$ cat src/rtl/alu_pkg.sv
// Shared definitions for the arbitrated ALU: opcodes, FSM states, response record.
// Latency: n/a (definitions only).
// Backpressure: n/a (definitions only).
package alu_pkg;

   // ALU opcodes; every other 4-bit value is illegal
   localparam logic [3:0] OP_ADD = 4'h1;
   localparam logic [3:0] OP_SUB = 4'h2;
   localparam logic [3:0] OP_INC = 4'h3;
   localparam logic [3:0] OP_DEC = 4'h4;
   localparam logic [3:0] OP_OR  = 4'h5;
   localparam logic [3:0] OP_AND = 4'h6;
   localparam logic [3:0] OP_XOR = 4'h7;
   localparam logic [3:0] OP_SHR = 4'h8;
   localparam logic [3:0] OP_SHL = 4'h9;
   localparam logic [3:0] OP_NOT = 4'hA;
   localparam logic [3:0] OP_NEG = 4'hB;

   typedef enum logic [1:0] {
      ST_IDLE = 2'd0,
      ST_EXEC = 2'd1,
      ST_RESP = 2'd2
   } state_t;

   typedef struct packed {
      logic [7:0] data;
      logic       zero;
      logic       carry;
      logic       err;
   } rsp_t;

endpackage

$ cat src/rtl/alu.sv
// Purpose: 8-bit combinational ALU producing result, zero, carry and illegal-op flags.
// Latency: combinational, no state.
// Backpressure: none; output follows operands/opcode directly.
// Ports: a, b (operands), op (opcode) -> data, zero, carry, err.
module alu
   import alu_pkg::*;
(
   input  logic [7:0] a,
   input  logic [7:0] b,
   input  logic [3:0] op,
   output logic [7:0] data,
   output logic       zero,
   output logic       carry,
   output logic       err
);

   // Bit 8 is carry for arithmetic (borrow for sub/dec) and a[7] for shl;
   // logic ops leave it clear. Illegal opcodes leave the whole word at 0.
   logic [8:0] sum;
   logic       err_c;

   always_comb begin
      sum   = 9'd0;
      err_c = 1'b0;
      case (op)
         OP_ADD:  sum = {1'b0, a} + {1'b0, b};
         OP_SUB:  sum = {1'b0, a} - {1'b0, b};
         OP_INC:  sum = {1'b0, a} + 9'd1;
         OP_DEC:  sum = {1'b0, a} - 9'd1;
         OP_OR:   sum = {1'b0, a | b};
         OP_AND:  sum = {1'b0, a & b};
         OP_XOR:  sum = {1'b0, a ^ b};
         OP_SHR:  sum = {2'b00, a[7:1]};
         OP_SHL:  sum = {a, 1'b0};
         OP_NOT:  sum = {1'b0, ~a};
         OP_NEG:  sum = {1'b0, ~a} + 9'd1;
         default: err_c = 1'b1;
      endcase
   end

   assign data  = sum[7:0];
   assign carry = sum[8];
   assign zero  = (sum[7:0] == 8'h00);
   assign err   = err_c;

endmodule

$ cat src/rtl/alu_arbiter.sv
// Purpose: two-requester arbiter (round-robin or fixed priority) in front of one shared ALU.
// Latency: accept at edge N -> rsp_valid high for the cycle after edge N+2; 1 op per 3 cycles.
// Backpressure: reqN_ready only in IDLE for the granted, valid requester; no response-side stall.
// Ports: clk, rst_n; req0/req1 {valid, ready, a, b, op}; rsp {valid, id, data, zero, carry, err}; busy.
module alu_arbiter
   import alu_pkg::*;
#(
   parameter int RR_EN = 1
)
(
   input  logic       clk,
   input  logic       rst_n,
   input  logic       req0_valid,
   output logic       req0_ready,
   input  logic [7:0] req0_a,
   input  logic [7:0] req0_b,
   input  logic [3:0] req0_op,
   input  logic       req1_valid,
   output logic       req1_ready,
   input  logic [7:0] req1_a,
   input  logic [7:0] req1_b,
   input  logic [3:0] req1_op,
   output logic       rsp_valid,
   output logic       rsp_id,
   output logic [7:0] rsp_data,
   output logic       rsp_zero,
   output logic       rsp_carry,
   output logic       rsp_err,
   output logic       busy
);

   state_t     state;
   logic       last_id;   // requester served most recently
   logic [7:0] a_q;
   logic [7:0] b_q;
   logic [3:0] op_q;
   logic       id_q;
   rsp_t       res_q;

   logic       grant_id;
   logic       accept;
   logic [7:0] alu_data;
   logic       alu_zero;
   logic       alu_carry;
   logic       alu_err;

   // With both requesting, round-robin picks whoever was not served last;
   // fixed priority always favours requester 0.
   always_comb begin
      grant_id = 1'b0;
      if (req0_valid && req1_valid)
         grant_id = (RR_EN != 0) ? ~last_id : 1'b0;
      else if (req1_valid)
         grant_id = 1'b1;
   end

   // rst_n gates ready so nothing is offered while reset is held.
   assign req0_ready = rst_n && (state == ST_IDLE) && req0_valid && !grant_id;
   assign req1_ready = rst_n && (state == ST_IDLE) && req1_valid &&  grant_id;
   assign accept     = (req0_valid && req0_ready) || (req1_valid && req1_ready);
   assign busy       = (state != ST_IDLE);

   alu u_alu (
      .a     (a_q),
      .b     (b_q),
      .op    (op_q),
      .data  (alu_data),
      .zero  (alu_zero),
      .carry (alu_carry),
      .err   (alu_err)
   );

   always_ff @(posedge clk or negedge rst_n) begin
      if (!rst_n) begin
         state     <= ST_IDLE;
         last_id   <= 1'b1;
         a_q       <= 8'h00;
         b_q       <= 8'h00;
         op_q      <= 4'h0;
         id_q      <= 1'b0;
         res_q     <= '0;
         rsp_valid <= 1'b0;
         rsp_id    <= 1'b0;
         rsp_data  <= 8'h00;
         rsp_zero  <= 1'b0;
         rsp_carry <= 1'b0;
         rsp_err   <= 1'b0;
      end else begin
         rsp_valid <= 1'b0;
         case (state)
            ST_IDLE: begin
               if (accept) begin
                  a_q     <= grant_id ? req1_a  : req0_a;
                  b_q     <= grant_id ? req1_b  : req0_b;
                  op_q    <= grant_id ? req1_op : req0_op;
                  id_q    <= grant_id;
                  last_id <= grant_id;
                  state   <= ST_EXEC;
               end
            end
            ST_EXEC: begin
               res_q.data  <= alu_data;
               res_q.zero  <= alu_zero;
               res_q.carry <= alu_carry;
               res_q.err   <= alu_err;
               state       <= ST_RESP;
            end
            ST_RESP: begin
               // Response fields change only here, so they hold between pulses.
               rsp_valid <= 1'b1;
               rsp_id    <= id_q;
               rsp_data  <= res_q.data;
               rsp_zero  <= res_q.zero;
               rsp_carry <= res_q.carry;
               rsp_err   <= res_q.err;
               state     <= ST_IDLE;
            end
            default: state <= ST_IDLE;
         endcase
      end
   end

endmodule

$ cat config.mk
export PLATFORM = sky130hd
export DESIGN_NAME = alu_arbiter
export DESIGN_NICKNAME = d
export VERILOG_FILES = /design/src/rtl/alu_pkg.sv /design/src/rtl/alu.sv /design/src/rtl/alu_arbiter.sv
export SDC_FILE = /design/constraint.sdc
export NUM_CORES = 1
export LEC_CHECK = 0
export ABC_AREA = 1
export BUFFER_PORTS_ARGS = -buffer_cell sky130_fd_sc_hd__buf_4
export CORE_ASPECT_RATIO = 0.5
export CORE_MARGIN = 1
export CORE_UTILIZATION = 55
export DETAILED_ROUTE_END_ITERATION = 12
export PLACE_DENSITY = 0.83
export REMOVE_ABC_BUFFERS = 1
export SETUP_SLACK_MARGIN = 0.2
export SYNTH_ARGS = -nofsm -noshare
export SYNTH_HDL_FRONTEND = slang
export SYNTH_HIERARCHICAL = 1
export SYNTH_SLANG_ARGS = --single-unit
$ cat constraint.sdc
create_clock -name clk -period 3.55 [get_ports clk]
set_input_delay 0.355 -clock clk [delete_from_list [all_inputs] [get_ports clk]]
set_output_delay 0.355 -clock clk [all_outputs]
set_load 0.05 [all_outputs]
# == Word-level counts from Yosys, hierarchy flattened ==
# Cells that the tools add are included.
# totals
latchBits,0
mem_bits_ro,0
elab_cells,65
output_inout_bits,16
inputBits,44
mem_count,0
ramBits,0
reg_bits,48
# classes
n_shift,0
n_addsub,5
mul,0
mux,10
eq_ne,14
div_mod_pow,0
bitwise_logic,5
reduce_logical,15
order_cmp,0
# op_table
cell,n
case mux 9 bit (11 select lines),1
"adder 8 x 1 -> 9 bit, second input constant",2
"equality test 4 x 3 -> 1 bit, second input constant",4
"equality test 4 bit, second input constant",4
2-to-1 mux 8 bit,2
OR reduction 11 bit,1
adder 8 x 8 -> 9 bit,1
"subtractor 8 x 1 -> 9 bit, second input constant",1
subtractor 8 x 8 -> 9 bit,1
AND 8 bit,1
"equality test 4 x 2 -> 1 bit, second input constant",2
logical AND 1 bit,8
logical NOT 8 bit,1
NOT 8 bit,1
bitwise OR 8 bit,1
XOR 8 bit,1
"equality test 4 x 1 -> 1 bit, second input constant",1
2-to-1 mux 1 bit,4
2-to-1 mux 4 bit,1
case mux 2 bit (2 select lines),1
"equality test 2 x 1 -> 1 bit, second input constant",1
"equality test 2 bit, second input constant",1
logical NOT 2 bit,1
2-to-1 mux 2 bit,1
6 further kinds,6

# == Longest topological paths before layout ==
# Gate-level depths: netlist of the first run.
# logic_depth
ltp_word,8
mapped_depth,22
mapped_depth_nobuf,22

# == Modules after synthesis ==
# The synthesis of the first run kept the hierarchy.
# modules_own_cells
module,n_inst,cells_each,area_per_inst_um2,seq_area_each_um2
alu_arbiter,1,269,2170.8,1202.4
alu,1,315,1790.5,0.0

# == Worst setup path before layout of the first run ==
# OpenSTA, ideal clock, no wires.
# synth_timing
path_type,reg-to-reg
from,register op_q[1]
to,register res_q[2] in the netlist's numbering
n_path_buf,0
slack_ns,1.017
arrival_ns,2.468
synth_period_minus_slack_ns,2.533
path_stages_with_launch,21
setup_time_ns,0.065
required_time_ns,3.485
cell_sequence,dfrtp_1 > nor2_1 > nand2_2 > nand2_1 > inv_1 > nand2_1 > o21a_1 > inv_1 > fa_1 > inv_1 > nand3_1 > nand2_1 > xnor2_1 > nor2_1 > nor2_1 > nand2_1 > inv_1 > nand4_1 > nor2_1 > nand2_1 > nand2_1
# synth_between
elab_chain_cells,3
elab_cells_between_ends,13
cone_classes,eq/ne (11); mux (1); reduce/logical (1)
# synth_rtl
item,line_no,source
from (decl),alu_arbiter.sv:36,logic [3:0] op_q;
from (signal assigned),alu_arbiter.sv:95,op_q <= grant_id ? req1_op : req0_op;
equality test 4 bit (tied with other cells),alu.sv:25,case (op)
case mux 9 bit (11 select lines) (*),alu.sv:25,
net alu_data[4],alu_arbiter.sv:42,logic [7:0] alu_data;
logical NOT 8 bit (*),alu.sv:43,assign zero = (sum[7:0] == 8'h00);
net alu_zero,alu_arbiter.sv:43,logic alu_zero;
to (decl),alu_arbiter.sv:38,rsp_t res_q;
# Mark *: on every way through the listed nets, which the timed path passes. The rest lies on a longest branch.
# A chain may end at the register's enable or synchronous reset.

# == Final worst setup path of the first run ==
# layout_timing
from,register op_q[0]
to,register res_q[2] in the netlist's numbering
# The elaborated chain is that of the path after synthesis.

==> results of run 1 <==
sequential cells by signal (all words and copies together) (netlist names):
name / count
a_q: 8
b_q: 8
rsp_carry: 1
res_q: 11
id_q: 1
rsp_data: 8
rsp_valid: 1
last_id: 1
state: 2
op_q: 4
rsp_err: 1
rsp_zero: 1
rsp_id: 1
cell usage after synthesis, types with 3 or more instances:
cell type,number,area [um2]
nand2_1,207,777
nand3_1,71,355
inv_1,68,255
dfrtp_1,47,1180
nor2_1,35,131
o21ai_0,30,150
ha_1,28,350
nand4_1,11,68.8
buf_2,8,40.0
nand2_2,8,50.1
a21oi_1,7,35.0
buf_6,7,78.8
inv_2,6,22.5
nand3_2,5,50.1
nor2_2,5,31.3
buf_4,3,22.5
nand3_4,3,52.6
nand3b_1,3,22.5
nor2_4,3,33.8
o21ai_1,3,15.0
o22ai_1,3,18.8
per-layer routing:
| layer | share of wire (%) | up-vias |
|---|---|---|
| met1 | 50 | 1731 |
| met4 | 0.61 | 0 |
| met5 | 0 | - |
| met2 | 41 | 184 |
| li1 | - | 1969 |
| met3 | 8.2 | 9 |
timing repair:
action / 4_1_cts / 5_1_grt
hold endpoints to repair: 21 / 0
gates resized for setup: 0 / 3
endpoints found under the setup margin: 0 / 2
hold buffers: 1 / 0
cells by family after synthesis:
group | after synthesis | share of synthesized area [%]
buf+inv | 92 | 10.6
simple gates | 356 | 40.6
xor+xnor | 3 | 0.663
compound gates | 55 | 8.24
flops | 48 | 30.4
mux | 1 | 0.253
fa+ha+maj | 29 | 9.35
metrics by stage:
stage | utilization, % | instance area, um2 | worst slack, ns | hold WS, ns
floorplan | - | 3820 | 0.808 | 0.0594
finish | 66.7 | 4550 | 0.601 | 0.359
global route | 66.7 | 4550 | 0.295 | 0.375
detailed placement | 64.3 | 4390 | 0.480 | 0.282
CTS | 66.6 | 4550 | 0.445 | 0.358
global placement | 64.3 | 4390 | 0.551 | 0.278
final cells by class:
class	count	area [um2]
Fill cell	605	2280
Clock buffer	8	146
Multi-Input combinational cell	444	2340
Timing Repair Buffer	62	468
Inverter	74	278
Sequential cell	48	1200
Tap cell	92	115
power breakdown:
| part | leakage (nW) | switching [mW] | internal [mW] |
|---|---|---|---|
| clock network | 0.0712 | 0.189 | 0.281 |
| logic | 1.84 | 1.36 | 0.717 |
| registers | 0.616 | 0.218 | 0.746 |
worst max-delay path, stage by stage, from the launching register on:
cell     delay, ns
dfrtp_2       0.54
nor2_2        0.30
nand2_2       0.16
nand2_1       0.13
inv_1         0.09
nand2_1       0.06
o21a_1        0.15
inv_1         0.07
fa_1          0.42
inv_1         0.09
nand4_1       0.15
nand3_1       0.12
nand2_1       0.07
nand3_1       0.09
nand3_2       0.10
nor2_1        0.09
nand2_1       0.05
nor2_1        0.08
nand2_1       0.05
nand2_1       0.06
worst paths after layout:
check | startpoint | to | slack, ns | cells after the start
min in group asynchronous | rst_n | state[0]$_DFFE_PN0P_ | 0.54 | 2
setup reg to reg | op_q[0]$_DFFE_PN0P_ | res_q[2]$_DFFE_PN0N_ | 0.60 | 19
setup / recovery | op_q[0]$_DFFE_PN0P_ | res_q[2]$_DFFE_PN0N_ | 0.60 | 19
hold reg to reg | res_q[0]$_DFFE_PN0N_ | rsp_err$_DFFE_PN0P_ | 0.47 | 2
max in group asynchronous | rst_n | rsp_data[5]$_DFFE_PN0P_ | 2.38 | 3
hold / removal | req0_op[2] | op_q[2]$_DFFE_PN0P_ | 0.36 | 5
==> results.yml, run 1 <==
setup_path:
  start_kind: "flop"
  crit_required_ns: 3.77
  path_class: "flop to flop"
  critical_path.max_fanout: 13
  critPathCaptureType: "flop"
  cp.arrival_ns: 3.17
layout:
  layout.cells.non_filler: 728
  layout-drive-gt1-share_pct: 16.7
  fin_nets: 708
  area_growth_syn_to_layout_pct: 15.0
  antenna_cells: 0
  mostFrequentLayoutCell: "nand2_1"
  mostFrequentLayoutCells: "nand2_1 (207), nand3_1 (71), inv_1 (68), buf_4 (61), dfrtp_1 (45)"
timing:
  min_period_over_period_pct: 83.1
  finalSetupViolCount: 0
  period_minus_slack_ns: 2.95
  finalSetupTns_ns: 0
  hold_viol: 0
  slew_viol_final: 0
  rsz0062_at_grt: "false"
  clock_skew_ns: 0.00960
  max-slew-margin-rel_pct: 40.6
  max_freq_ghz: 0.339
  tightest_slew_ns: 0.890
place:
  dp_hpwl_mm: 7.83
  dp.cells: 719
  numPortBuffers: 59
  place.gp.congestion: 0.995
grt:
  grtUsageMet2_pct: 42.9
  grt_max_degree: 27
  overflow: 0
  use_met1_pct: 42.1
  grt_pass1_wl_mm: 16.0
  grt_pass1_vias: 3231
  grt_use_total_pct: 28.1
  grt-busiest-layer: "met2"
  grtUsageMet3_pct: 5.38
  antenna_found_initial: 0
clock_tree:
  cts-root-buf: "clkbuf_16"
  clock_path_buffers: 2
  post_cts_buffers: 0
  numClockSinks: 48
  numCtsBuffers: 5
  clk_pin_slew_ns: 0.06
  h-tree-depth: 2
  cts_tree: "done"
  worst_skew_pair.late_latency_ns: 0.29
synth:
  ys_seq_elements: 48
  syn_avg_cell_area_um2: 6.78
  ys_seq_area_share_pct: 30.4
  synth_area_um2: 3960
  syn_inst: 584
  synth_ff_type: "dfrtp_1"
  yosysWarnings: 6
  ys_types: 40
  synth-edff-count: 0
  ys_async_sr_fraction_pct: 100
route:
  drc: 0
  detail-route-antenna-nets: 0
  drt-initial-drc-count: 392
  drt-total-wl_mm: 10.1
  avgViaCountPerCell: 5.35
  routedWlPerCell_um: 13.8
  dr_total_vias: 3893
  first_pass_iters: 5
floorplanning:
  std_cell_rows: 21
  fp.dieH_um: 62.0
  io_pins: 60
  die_w_um: 122
  initial_core_util_pct: 58.0
  dieArea_um2: 7570
  coreArea_um2: 6830
pwr:
  power.total_mw: 3.51
  vdd.ir_drop.worst_mv: 0.313
  pwr_density_cell_nw_per_um2: 771
  p_leak_nw: 2.53
outcome:
  status: "finished, final reports clean"
job:
  cap_violations: 0
worst_hold_path:
  hp-class: "input port to flop"
Note: power is estimated with default switching activity, not from simulation.
==> run 2: changes to the inputs <==
==> constraint.sdc (replaced) <==
create_clock -name clk -period 2.9 [get_ports clk]
set_input_delay 0.29 -clock clk [delete_from_list [all_inputs] [get_ports clk]]
set_output_delay 0.29 -clock clk [all_outputs]
set_load 0.05 [all_outputs]
==> results.yml, run 2 (same netlist as run 1, synthesis figures left out) <==
outcome:
  status: "finished, final reports clean"
clock_tree:
  h-tree-depth: 2
  cts_tree: "done"
  worst_skew_pair.late_latency_ns: 0.29
  clk_pin_slew_ns: 0.06
  clock_path_buffers: 2
  cts-root-buf: "clkbuf_16"
  numCtsBuffers: 5
  numClockSinks: 48
timing:
  holdWs_ns: 0.289
  setup_ws_ns: 0.159
  clock_skew_ns: 0.00665
  slew_viol_final: 0
  rsz0062_at_grt: "true"
  finalSetupTns_ns: 0
  min_period_over_period_pct: 94.5
  finalSetupViolCount: 0
  tightest_slew_ns: 0.886
  max_freq_ghz: 0.365
  max-slew-margin-rel_pct: 40.9
  hold_viol: 0
  period_minus_slack_ns: 2.74
grt:
  grt_pass1_wl_mm: 15.8
  grt_pass1_vias: 3313
  antenna_found_initial: 0
  grt_use_total_pct: 27.7
  overflow: 0
  grt_max_degree: 28
floorplanning:
  io_pins: 60
  die_w_um: 122
  initial_core_util_pct: 58.0
  std_cell_rows: 21
  dieArea_um2: 7570
  coreArea_um2: 6830
  fp.dieH_um: 62.0
layout:
  mostFrequentLayoutCells: "nand2_1 (202), buf_4 (77), nand3_1 (66), inv_1 (62), dfrtp_1 (46)"
  fin_nets: 725
  regMostFlops: "res_q"
  area_growth_syn_to_layout_pct: 22.4
  largest_reg_flops: 11
  layout-drive-gt1-share_pct: 23.4
  antenna_cells: 0
  layout.cells.non_filler: 745
  mostFrequentLayoutCell: "nand2_1"
  fin_util_pct: 71.0
  fin_area_um2: 4850
route:
  drt-initial-drc-count: 381
  dr_total_vias: 4060
  drc: 0
  routedWlPerCell_um: 14.3
  first_pass_iters: 5
  drt-total-wl_mm: 10.7
  detail-route-antenna-nets: 0
  avgViaCountPerCell: 5.45
place:
  place.gp.congestion: 0.944
  dp_slack_ns: 0.0826
  dp_hpwl_mm: 7.69
  placed_cell_area_um2: 4450
  numPortBuffers: 59
  dp.cells: 727
pwr:
  power.total_mw: 4.86
  p_leak_nw: 2.64
  vdd.ir_drop.worst_mv: 0.428
  pwr_density_cell_nw_per_um2: 1000
setup_path:
  cp.arrival_ns: 2.97
  critical_path.max_fanout: 6
  start_kind: "flop"
  path_class: "flop to flop"
  critPathMaxStageDelay_ns: 0.48
  crit_buf_inv: 3
  critPathTopFamily: "simple AND/OR/NAND/NOR gates"
  crit_required_ns: 3.13
  path_cells: "nor2_2, nand2_4, nand2_4, inv_4, nand2_2, o21a_1, inv_1, fa_2, inv_2, nand4_1, nand3_2, nand2_2, nand3_2, nand3_2, nor2_1, nand2_1, nor2_1, nand2_1, nand2_1"
  critPathCaptureType: "flop"
  worst_path_max_delay_cell: "dfrtp_2"
worst_hold_path:
  hp-class: "input port to flop"
job:
  cap_violations: 0
## run 2: cell types whose count changed in the layout (fill, tap and decap cells not counted), sizes merged
cell	change
buf	+17
clkbuf	-2
clkinv	+2
## run 2: path summary, 6_finish.rpt
path / cells past startpoint / endpoint / slack, ns / start
max: 19 / res_q[2]$_DFFE_PN0N_ / 0.16 / op_q[0]$_DFFE_PN0P_
min: 5 / a_q[7]$_DFFE_PN0P_ / 0.29 / req0_a[7]
max reg2reg: 19 / res_q[2]$_DFFE_PN0N_ / 0.16 / op_q[0]$_DFFE_PN0P_
min reg2reg: 2 / last_id$_DFFE_PN1P_ / 0.46 / last_id$_DFFE_PN1P_
max in group asynchronous: 3 / res_q[2]$_DFFE_PN0N_ / 1.78 / rst_n
min in group asynchronous: 2 / op_q[1]$_DFFE_PN0P_ / 0.48 / rst_n
## run 2: tightest hold or removal path, delay by kind of cell
kind | cells | cell delay (ns)
buffers and inverters | 1 | 0.08
and+or+nand+nor | 4 | 0.18
## run 2: timing repair
item / in CTS / in global routing
pin swaps: 2 / 18
setup buffers: 2 / 7
endpoints found under the setup margin: 6 / 8
resized for setup: 11 / 34
hold buffers: 1 / 0
endpoints found under the hold margin: 20 / 0
## run 2: layout make-up
cell class                      count  area (um2)
Sequential cell                    48        1200
Multi-Input combinational cell    444        2500
Clock buffer                        6         139
Fill cell                         571        1980
Tap cell                           92         115
Timing Repair Buffer               79         599
Clock inverter                      2        10.0
Inverter                           74         280
## run 2: per-layer routing
layer  wire (um)  part of all wire, %  vias up  track usage, %
met4         145                  1.4        0            6.70
met3         789                  7.4       16            4.93
met1        5040                   47     1855            39.7
met2        4690                   44      182            44.2
met5           0                    0        -               0
li1            -                    -     2007               -
## run 2: power by group
| group | switching, mW | internal, mW | leakage [nW] |
|---|---|---|---|
| sequential | 0.239 | 0.912 | 0.618 |
| clock | 0.244 | 0.340 | 0.0766 |
| combinational | 1.93 | 1.19 | 1.95 |
